File: src/rtl/pc_seq_unit_pkg.sv
// Shared encodings and helpers for the next-PC sequencer.
package pc_seq_unit_pkg;

  localparam int unsigned NPC_OP_W   = 3;
  localparam int unsigned BR_COND_W  = 3;
  localparam int unsigned EXC_CODE_W = 5;
  localparam int unsigned IMM_W      = 26;
  localparam int unsigned BR_IMM_W   = 16;

  // Next-PC source selected by the control FSM; codes 5..7 are reserved.
  typedef enum logic [NPC_OP_W-1:0] {
    NPC_PLUS4  = 3'd0,
    NPC_BRANCH = 3'd1,
    NPC_JUMP   = 3'd2,
    NPC_JREG   = 3'd3,
    NPC_ERET   = 3'd4
  } npc_op_e;

  // Conditional branch flavours; codes 6..7 never take the branch.
  typedef enum logic [BR_COND_W-1:0] {
    BR_EQ  = 3'd0,
    BR_NE  = 3'd1,
    BR_LEZ = 3'd2,
    BR_GTZ = 3'd3,
    BR_LTZ = 3'd4,
    BR_GEZ = 3'd5
  } br_cond_e;

  // Exception cause codes reported on exc_cause.
  localparam logic [EXC_CODE_W-1:0] EXC_INT  = 5'd0;
  localparam logic [EXC_CODE_W-1:0] EXC_ADEL = 5'd4;

  // Branch decision from the ALU zero flag and the rs sign bit.
  function automatic logic br_taken(input logic [BR_COND_W-1:0] cond,
                                    input logic zero, input logic neg);
    logic take;
    take = 1'b0;
    case (br_cond_e'(cond))
      BR_EQ:   take = zero;
      BR_NE:   take = !zero;
      BR_LEZ:  take = neg | zero;
      BR_GTZ:  take = !neg & !zero;
      BR_LTZ:  take = neg;
      BR_GEZ:  take = !neg;
      default: take = 1'b0;
    endcase
    return take;
  endfunction

endpackage

File: src/rtl/pc_seq_unit_npc_target.sv
// Combinational next-PC candidate and JR/JALR misalignment detection.
module npc_target
  import pc_seq_unit_pkg::*;
#(
  parameter int unsigned ADDR_W = 32
) (
  input  logic [ADDR_W-1:0]    pc,
  input  logic [ADDR_W-1:0]    epc,
  input  logic [ADDR_W-1:0]    reg_a,
  input  logic [NPC_OP_W-1:0]  npc_op,
  input  logic [BR_COND_W-1:0] br_cond,
  input  logic                 zero,
  input  logic                 neg,
  input  logic [IMM_W-1:0]     imm26,
  output logic [ADDR_W-1:0]    npc,
  output logic                 misaligned
);

  localparam int unsigned SEXT_W = ADDR_W - BR_IMM_W - 2;

  logic [ADDR_W-1:0] pc_plus4;
  logic [ADDR_W-1:0] br_off;
  logic [ADDR_W-1:0] br_target;
  logic [ADDR_W-1:0] jump_target;
  logic [ADDR_W-1:0] jreg_target;
  logic              take;

  // Candidate targets; all additions wrap modulo 2^ADDR_W.
  always_comb begin
    pc_plus4    = pc + ADDR_W'(4);
    br_off      = {{SEXT_W{imm26[BR_IMM_W-1]}}, imm26[BR_IMM_W-1:0], 2'b00};
    br_target   = pc + br_off;
    jump_target = {pc[ADDR_W-1:28], imm26, 2'b00};
    jreg_target = {reg_a[ADDR_W-1:2], 2'b00};
    take        = br_taken(br_cond, zero, neg);
  end

  // Misalignment only matters for register-indirect jumps.
  always_comb begin
    misaligned = (npc_op == NPC_JREG) && (reg_a[1:0] != 2'b00);
  end

  // Select the next-PC candidate; reserved codes fall back to sequential.
  always_comb begin
    npc = pc_plus4;
    case (npc_op_e'(npc_op))
      NPC_PLUS4:  npc = pc_plus4;
      NPC_BRANCH: npc = take ? br_target : pc_plus4;
      NPC_JUMP:   npc = jump_target;
      NPC_JREG:   npc = jreg_target;
      NPC_ERET:   npc = epc;
      default:    npc = pc_plus4;
    endcase
  end

endmodule

File: src/rtl/pc_seq_unit.sv
// Next-PC sequencer: owns PC, EPC, EXL and exception reporting registers.
module pc_seq_unit
  import pc_seq_unit_pkg::*;
#(
  parameter int unsigned          ADDR_W     = 32,
  parameter logic [ADDR_W-1:0]    RESET_PC   = ADDR_W'(32'h0000_3000),
  parameter logic [ADDR_W-1:0]    EXC_VECTOR = ADDR_W'(32'h0000_4180),
  parameter int unsigned          CAUSE_W    = 5
) (
  input  logic                 clk,
  input  logic                 rst,
  input  logic                 pc_we,
  input  logic [NPC_OP_W-1:0]  npc_op,
  input  logic [BR_COND_W-1:0] br_cond,
  input  logic                 zero,
  input  logic                 neg,
  input  logic [IMM_W-1:0]     imm26,
  input  logic [ADDR_W-1:0]    reg_a,
  input  logic                 exc_req,
  output logic [ADDR_W-1:0]    pc,
  output logic [ADDR_W-1:0]    npc,
  output logic [ADDR_W-1:0]    epc,
  output logic                 exl,
  output logic                 exc_taken,
  output logic [CAUSE_W-1:0]   exc_cause
);

  logic misaligned;
  logic irq_entry;
  logic adel_entry;
  logic eret_commit;

  npc_target #(
    .ADDR_W (ADDR_W)
  ) u_npc_target (
    .pc         (pc),
    .epc        (epc),
    .reg_a      (reg_a),
    .npc_op     (npc_op),
    .br_cond    (br_cond),
    .zero       (zero),
    .neg        (neg),
    .imm26      (imm26),
    .npc        (npc),
    .misaligned (misaligned)
  );

  // Commit decisions in priority order; EXL masks both exception sources.
  always_comb begin
    irq_entry   = exc_req && !exl;
    adel_entry  = !irq_entry && misaligned && !exl;
    eret_commit = !irq_entry && !adel_entry && (npc_op == NPC_ERET);
  end

  // PC/EPC/EXL/cause registers; only an edge with pc_we=1 commits.
  always_ff @(posedge clk) begin
    if (rst) begin
      pc        <= RESET_PC;
      epc       <= '0;
      exl       <= 1'b0;
      exc_taken <= 1'b0;
      exc_cause <= '0;
    end else begin
      exc_taken <= 1'b0;
      if (pc_we) begin
        if (irq_entry) begin
          epc       <= pc;
          pc        <= EXC_VECTOR;
          exl       <= 1'b1;
          exc_taken <= 1'b1;
          exc_cause <= CAUSE_W'(EXC_INT);
        end else if (adel_entry) begin
          epc       <= pc;
          pc        <= EXC_VECTOR;
          exl       <= 1'b1;
          exc_taken <= 1'b1;
          exc_cause <= CAUSE_W'(EXC_ADEL);
        end else if (eret_commit) begin
          pc  <= epc;
          exl <= 1'b0;
        end else begin
          pc <= npc;
        end
      end
    end
  end

endmodule

File: config.mk
export PLATFORM = sky130hd
export DESIGN_NAME = pc_seq_unit
export DESIGN_NICKNAME = d
export VERILOG_FILES = /design/src/rtl/pc_seq_unit_pkg.sv /design/src/rtl/pc_seq_unit_npc_target.sv /design/src/rtl/pc_seq_unit.sv
export SDC_FILE = /design/constraint.sdc
export NUM_CORES = 1
export LEC_CHECK = 0
export ABC_AREA = 1
export CORE_ASPECT_RATIO = 1.5
export CORE_MARGIN = 2
export CORE_UTILIZATION = 51
export CTS_BUF_LIST = sky130_fd_sc_hd__clkbuf_16
export DETAILED_ROUTE_END_ITERATION = 10
export HOLD_SLACK_MARGIN = 0.05
export PLACE_DENSITY = 0.87
export SYNTH_ARGS = -nofsm -noshare
export SYNTH_HDL_FRONTEND = slang
export SYNTH_SLANG_ARGS = --single-unit
File: constraint.sdc
create_clock -name clk -period 2.9 [get_ports clk]
set_input_delay 0.58 -clock clk [delete_from_list [all_inputs] [get_ports clk]]
set_output_delay 0.58 -clock clk [all_outputs]
set_load 0.01 [all_outputs]
==> results of run 1 <==
==> cells in the mapped netlist, types with 7 or more instances <==
master,n
sky130_fd_sc_hd__nand2_1,395
sky130_fd_sc_hd__inv_1,170
sky130_fd_sc_hd__a21oi_1,113
sky130_fd_sc_hd__nor2_1,93
sky130_fd_sc_hd__nand3_1,77
sky130_fd_sc_hd__dfxtp_1,67
sky130_fd_sc_hd__o21ai_0,59
sky130_fd_sc_hd__ha_1,30
sky130_fd_sc_hd__nand4_1,26
sky130_fd_sc_hd__clkbuf_1,21
sky130_fd_sc_hd__xor2_1,15
sky130_fd_sc_hd__buf_2,13
sky130_fd_sc_hd__inv_2,11
sky130_fd_sc_hd__a211oi_1,9
sky130_fd_sc_hd__a221oi_1,9
sky130_fd_sc_hd__buf_4,8
sky130_fd_sc_hd__nor3_1,8
sky130_fd_sc_hd__o211ai_1,8
sky130_fd_sc_hd__xnor2_1,7
==> logic make-up after synthesis <==
logic type / Yosys count / share of synthesized area, %
buf+inv: 225 / 12.9
xor+xnor: 22 / 2.79
fa+ha+maj: 31 / 5.73
simple gates: 632 / 39.6
flops: 67 / 19.4
other cells: 1 / 0.0543
compound gates: 232 / 19.5
==> per-stage QoR <==
step | util (%) | worst slack, ns
4_1_cts | 89.1 | -0.0540
3_5_place_dp | 76.0 | -1.03
2_1_floorplan | - | 0.202
3_3_place_gp | 76.0 | -0.977
==> per-layer routing <==
| metal | GRT overflow | GRT usage (%) |
|---|---|---|
| met4 | 209 | 108 |
| met1 | 10 | 85.7 |
| met3 | 6 | 70.6 |
| met5 | 0 | 22.4 |
| met2 | 907 | 129 |
==> what timing repair did <==
| item | CTS |
|---|---|
| cloned | 1 |
| resized for setup | 505 |
| setup buffers | 36 |
| setup endpoints to repair | 32 |
| pin swaps | 147 |
==> impl_metrics.prom, run 1 <==
# TYPE chip_impl_metric gauge
chip_impl_info{name="result_of_the_run",value="stopped before the end"} 1
chip_impl_info{name="stop_stage",value="global routing"} 1
chip_impl_info{name="run.stop_error",value="[ERROR GRT-0232] Routing congestion too high. Check the congestion heatmap in the GUI."} 1
chip_impl_metric{name="synth_seq_area_share",unit="%"} 19.4
chip_impl_metric{name="synth_area",unit="um2"} 6900
chip_impl_metric{name="initial_core_util",unit="%"} 51.7
chip_impl_metric{name="proportion_of_register_bits_with_asynchronous_set_or_reset_after_synthesis",unit="%"} 0
chip_impl_info{name="worstEndpointGrtRepair",value="npc[20]"} 1
chip_impl_info{name="synth_area_leaders",value="sky130_fd_sc_hd__nand2_1 21%, sky130_fd_sc_hd__dfxtp_1 19%, sky130_fd_sc_hd__inv_1 9.2%, sky130_fd_sc_hd__a21oi_1 8.2%, sky130_fd_sc_hd__nand3_1 5.6%"} 1
chip_impl_metric{name="post-synth-top-area-fraction",unit="%"} 21.5
chip_impl_metric{name="io_buffers",unit=""} 168
chip_impl_metric{name="detailedPlacementHpwl",unit="um"} 24600
chip_impl_metric{name="num_clock_sinks",unit=""} 67
chip_impl_metric{name="clock_path_buffers",unit=""} 2
chip_impl_metric{name="syn_avg_cell_area",unit="um2"} 5.70
chip_impl_metric{name="place.detailed.instances",unit=""} 1696
chip_impl_metric{name="ioPinCount",unit=""} 173
chip_impl_metric{name="ys_seq_elements",unit=""} 67
chip_impl_metric{name="ys.warnings.count",unit=""} 0
chip_impl_metric{name="cts_hold_repair.buffers",unit=""} 0
chip_impl_metric{name="grt_max_degree",unit=""} 44
chip_impl_metric{name="rows",unit=""} 52
chip_impl_metric{name="grt-ovfl-total",unit=""} 1132
chip_impl_info{name="synth_area_leader_cell",value="sky130_fd_sc_hd__nand2_1"} 1
chip_impl_metric{name="post_synth_edffs",unit=""} 0
chip_impl_metric{name="grt_usage",unit="%"} 96.7
chip_impl_metric{name="cts.htree.levels",unit=""} 3
chip_impl_info{name="clock_tree.root_cell",value="sky130_fd_sc_hd__clkbuf_16"} 1
chip_impl_metric{name="syn-instance-count",unit=""} 1210
chip_impl_metric{name="cts_made_buffers",unit=""} 9
chip_impl_metric{name="floorplan.die.width",unit="um"} 99.0
chip_impl_metric{name="synth.distinct_cells",unit=""} 49
chip_impl_info{name="yosys_most_used_dff",value="sky130_fd_sc_hd__dfxtp_1"} 1
chip_impl_info{name="timing.repair.worst_endpoint_type",value="primary output"} 1
chip_impl_metric{name="globalplace.congestion",unit=""} 1.03
chip_impl_metric{name="placed_cell_area",unit="um2"} 10100
chip_impl_metric{name="die-height",unit="um"} 146
==> run 2: changes to the inputs <==
--- a/config.mk
+++ b/config.mk
@@ -6,13 +6,10 @@
 export NUM_CORES = 1
 export LEC_CHECK = 0
 export ABC_AREA = 1
-export CORE_ASPECT_RATIO = 1.5
 export CORE_MARGIN = 2
-export CORE_UTILIZATION = 51
-export CTS_BUF_LIST = sky130_fd_sc_hd__clkbuf_16
+export CORE_UTILIZATION = 39
 export DETAILED_ROUTE_END_ITERATION = 10
-export HOLD_SLACK_MARGIN = 0.05
-export PLACE_DENSITY = 0.87
+export PLACE_DENSITY_LB_ADDON = 0.15
 export SYNTH_ARGS = -nofsm -noshare
 export SYNTH_HDL_FRONTEND = slang
 export SYNTH_SLANG_ARGS = --single-unit
==> run 2 against run 1 <==
The flow now finishes, with violations (negative setup slack). Area after synthesis is the same. Synthesized cell count is the same.
==> impl_metrics.prom, run 2 <==
# TYPE chip_impl_metric gauge
chip_impl_metric{name="cellLeakagePower",unit="nW"} 6.03
chip_impl_metric{name="post_synth_edffs",unit=""} 0
chip_impl_metric{name="post-place-ws",unit="ns"} -1.01
chip_impl_metric{name="cts.htree.levels",unit=""} 3
chip_impl_metric{name="combPwrFrac",unit="%"} 46.8
chip_impl_metric{name="grt-ovfl-total",unit=""} 0
chip_impl_metric{name="num-nets-final",unit=""} 1719
chip_impl_info{name="most_numerous_cell_in_the_yosys_netlist",value="sky130_fd_sc_hd__nand2_1"} 1
chip_impl_info{name="unrepaired_setup_endpoints_after_global_routing",value="yes"} 1
chip_impl_info{name="largest_registers_ranked_by_flip_flop_count",value="epc x32, pc x32"} 1
chip_impl_metric{name="io_buffers",unit=""} 168
chip_impl_metric{name="floorplan.die.width",unit="um"} 137
chip_impl_metric{name="dr_total_vias",unit=""} 10367
chip_impl_metric{name="post-synth-top-area-fraction",unit="%"} 21.5
chip_impl_info{name="worst-setup-path-type",value="in2out"} 1
chip_impl_metric{name="ir_worst_vdd",unit="mV"} 0.279
chip_impl_metric{name="met3_wirelength",unit="um"} 3980
chip_impl_info{name="worst_hold_path_type",value="reg2reg"} 1
chip_impl_metric{name="synth_seq_area_share",unit="%"} 19.4
chip_impl_info{name="result_of_the_run",value="complete, but fails checks"} 1
chip_impl_metric{name="multi_input_area",unit="um2"} 6300
chip_impl_metric{name="rows",unit=""} 48
chip_impl_metric{name="p_per_area",unit="nW/um2"} 332
chip_impl_metric{name="finalCritPeriodShare",unit="%"} 105
chip_impl_metric{name="clock_power_share",unit="%"} 28.6
chip_impl_metric{name="grt_usage",unit="%"} 35.4
chip_impl_metric{name="antennaDiodeCount",unit=""} 0
chip_impl_metric{name="tightest_slew",unit="ns"} 0.627
chip_impl_metric{name="worst-path-stages",unit=""} 17
chip_impl_metric{name="post-route-drc-count",unit=""} 0
chip_impl_metric{name="num_clock_sinks",unit=""} 67
chip_impl_metric{name="grt_max_degree",unit=""} 48
chip_impl_metric{name="worst-path-buf-inv",unit=""} 5
chip_impl_metric{name="wirelength",unit="um"} 36800
chip_impl_metric{name="first_global_vias",unit=""} 9446
chip_impl_info{name="endpoint_kind",value="output pin"} 1
chip_impl_metric{name="holdWs",unit="ns"} 0.479
chip_impl_metric{name="dr_wl_met2",unit="um"} 16500
chip_impl_metric{name="cellInternalPower",unit="W"} 0.00258
chip_impl_metric{name="clk_latency",unit="ns"} 0.35
chip_impl_metric{name="critical-path-max-stage-delay",unit="ns"} 0.27
chip_impl_metric{name="ys.warnings.count",unit=""} 0
chip_impl_info{name="timing.critical_path.slowest_stage_cell",value="sky130_fd_sc_hd__ha_4"} 1
chip_impl_metric{name="clkSlewWorstSetupHoldPaths",unit="ns"} 0.07
chip_impl_metric{name="maxClockFrequency",unit="MHz"} 330
chip_impl_info{name="synthTopCellsByCount",value="395 x sky130_fd_sc_hd__nand2_1, 170 x sky130_fd_sc_hd__inv_1, 113 x sky130_fd_sc_hd__a21oi_1"} 1
chip_impl_metric{name="synth.distinct_cells",unit=""} 49
chip_impl_info{name="timing.rr.start",value="pc[11]"} 1
chip_impl_metric{name="globalplace.congestion",unit=""} 1.02
chip_impl_metric{name="report.final.setup_viol",unit=""} 19
chip_impl_info{name="cp_top_family",value="simple AND/OR/NAND/NOR gates"} 1
chip_impl_info{name="dr.max_layer_used",value="met4"} 1
chip_impl_metric{name="syn_avg_cell_area",unit="um2"} 5.70
chip_impl_metric{name="synth_area",unit="um2"} 6900
chip_impl_metric{name="clock_path_buffers",unit=""} 2
chip_impl_info{name="crit-reg2reg-capture",value="pc[12]"} 1
chip_impl_metric{name="power.share.switching",unit="%"} 39.1
chip_impl_metric{name="ant_nets",unit=""} 0
chip_impl_metric{name="timing_hold_violations_final",unit=""} 0
chip_impl_metric{name="max_slew_margin",unit="%"} 58.1
chip_impl_metric{name="proportion_of_register_bits_with_asynchronous_set_or_reset_after_synthesis",unit="%"} 0
chip_impl_metric{name="number_of_antenna_violations_at_the_first_check_in_global_routing",unit=""} 0
chip_impl_metric{name="p_seq_share",unit="%"} 24.6
chip_impl_metric{name="route.detailed.wl_per_inst",unit="um"} 19.9
chip_impl_metric{name="number_of_max_capacitance_violations_reported",unit=""} 0
chip_impl_metric{name="initial_core_util",unit="%"} 39.9
chip_impl_info{name="timing.critical_path.from",value="imm26[15]"} 1
chip_impl_metric{name="drt-initial-drc-count",unit=""} 1087
chip_impl_metric{name="flow.area_growth_from_synthesis",unit="%"} 84.7
chip_impl_metric{name="critPathArrivalTime",unit="ns"} 2.45
chip_impl_metric{name="cts_made_buffers",unit=""} 9
chip_impl_info{name="final_common_cell",value="sky130_fd_sc_hd__nand2_1"} 1
chip_impl_info{name="most-common-layout-cells",value="289 x sky130_fd_sc_hd__nand2_1, 235 x sky130_fd_sc_hd__buf_4, 140 x sky130_fd_sc_hd__inv_1"} 1
chip_impl_metric{name="worstPathMaxFanout",unit=""} 8
chip_impl_metric{name="wire_length_of_the_first_global_routing_pass",unit="um"} 50600
chip_impl_metric{name="floorplan.die_area",unit="um2"} 18800
chip_impl_metric{name="r2r.worst_path.cells",unit=""} 18
chip_impl_metric{name="timing.clock.skew",unit="ns"} 0.0141
chip_impl_metric{name="core_area",unit="um2"} 17300
chip_impl_info{name="startpoint_type",value="input port"} 1
chip_impl_info{name="violations",value="negative setup slack"} 1
chip_impl_metric{name="placed_cell_area",unit="um2"} 10200
chip_impl_metric{name="ioPinCount",unit=""} 173
chip_impl_metric{name="final_cell_area",unit="um2"} 12700
chip_impl_metric{name="worstPathRequired",unit="ns"} 2.32
chip_impl_metric{name="finalCriticalPeriod",unit="ns"} 3.03
chip_impl_metric{name="via_cell_ratio",unit=""} 5.61
chip_impl_metric{name="ys_seq_elements",unit=""} 67
chip_impl_info{name="timing.critical_path.cells",value="buf_16 -> buf_12 -> buf_8 -> ha_4 -> a21oi_4 -> nor2_2 -> nor2_2 -> nand2_1 -> a21oi_2 -> nand2_1 -> nand2_1 -> nand3_2 -> nand2_2 -> nand2_2 -> nand2_2 -> inv_2 -> buf_6"} 1
chip_impl_info{name="cts_tree",value="yes"} 1
chip_impl_metric{name="syn-instance-count",unit=""} 1210
chip_impl_metric{name="die-height",unit="um"} 137
chip_impl_metric{name="drive_gt1_share",unit="%"} 41.7
chip_impl_info{name="clock_tree.root_cell",value="sky130_fd_sc_hd__clkbuf_16"} 1
chip_impl_metric{name="route.layer.met1.wl",unit="um"} 14700
chip_impl_metric{name="net-switching-power",unit="W"} 0.00165
chip_impl_metric{name="postLayoutSetupSlackWorst",unit="ns"} -0.131
chip_impl_info{name="endpoint",value="npc[30]"} 1
chip_impl_info{name="synth_area_leaders",value="sky130_fd_sc_hd__nand2_1 21%, sky130_fd_sc_hd__dfxtp_1 19%, sky130_fd_sc_hd__inv_1 9.2%, sky130_fd_sc_hd__a21oi_1 8.2%, sky130_fd_sc_hd__nand3_1 5.6%"} 1
chip_impl_metric{name="cts_hold_repair.buffers",unit=""} 0
chip_impl_info{name="hold_start",value="epc[6]"} 1
chip_impl_metric{name="sequential_cell_area_in_the_final_layout",unit="um2"} 1390
chip_impl_metric{name="fill_cells",unit=""} 1302
chip_impl_metric{name="regToRegSetupSlack",unit="ns"} -0.03
chip_impl_metric{name="drt-pass1-iter-count",unit=""} 6
chip_impl_info{name="synth_area_leader_cell",value="sky130_fd_sc_hd__nand2_1"} 1
chip_impl_info{name="yosys_most_used_dff",value="sky130_fd_sc_hd__dfxtp_1"} 1
chip_impl_metric{name="detailedPlacementHpwl",unit="um"} 25000
chip_impl_metric{name="slew_violations",unit=""} 0
run 2: cell counts after synthesis:
No cell type changed its count.
run 2: kinds of logic after synthesis:
| logic type | synth area share (%) |
|---|---|
| simple gates | 39.6 |
| buf+inv | 12.9 |
| flops | 19.4 |
| xor+xnor | 2.79 |
| other cells | 0.0543 |
| fa+ha+maj | 5.73 |
| compound gates | 19.5 |
run 2: power by group through the flow:
stage / clock, W / sequential [W] / combinational, W
finish: 0.00121 / 0.00104 / 0.00198
global route: 0.00124 / 0.00105 / 0.00209
CTS: 0.00121 / 0.00104 / 0.00169
detailed placement: 0 / 0.00105 / 0.00144
global placement: 0 / 0.00105 / 0.00143
floorplan: 0 / 0.00108 / 0.000629
run 2: final cells by class:
| class | instances | area share (%) |
|---|---|---|
| multi-input cells | 921 | 49.4 |
| well taps | 225 | 2.21 |
| repair buffers | 438 | 29.6 |
| flip-flops and latches | 67 | 10.9 |
| clock inverters | 7 | 0.658 |
| inverters | 181 | 5.52 |
| clock buffers | 9 | 1.77 |
run 2: worst min path at each step:
stage,cells after the start,to
after global placement,2,epc[6]
after detailed placement,2,epc[6]
after global routing,2,epc[8]
after CTS,2,epc[6]
final,2,epc[6]
after floorplan,2,epc[6]
run 2: what timing repair did:
item / in CTS / in global routing
pin swaps: 134 / 132
gates resized for setup: 444 / 220
setup buffers: 49 / 32
endpoints found under the setup margin: 32 / 32
run 2: through the flow:
stage	total power [W]	util [%]	instances	setup TNS (ns)
3_3_place_gp	0.00248	58.8	1758	-29.51
3_5_place_dp	0.00248	58.8	1758	-30.49
4_1_cts	0.00394	68.3	1822	-0.783
2_1_floorplan	0.00171	-	1213	0
5_1_grt	0.00437	73.7	1848	-3.05
6_report	0.00423	73.7	1848	-0.969
run 2: worst register-to-register path, delay by kind of cell (launching register included):
kind | cells | cell delay (ns)
buffers and inverters | 8 | 1.08
adders and majority gates | 1 | 0.27
AOI/OAI and AO/OA | 3 | 0.42
and+or+nand+nor | 6 | 0.67
DFF | 1 | 0.37
run 2: layer usage:
layer,GRT usage (%),up-vias
met5,0,-
met4,12.8,0
met3,5.89,141
met2,55.2,687
met1,49.0,4798
li1,-,4741
No activity file was read; power rests on OpenSTA's default activity.
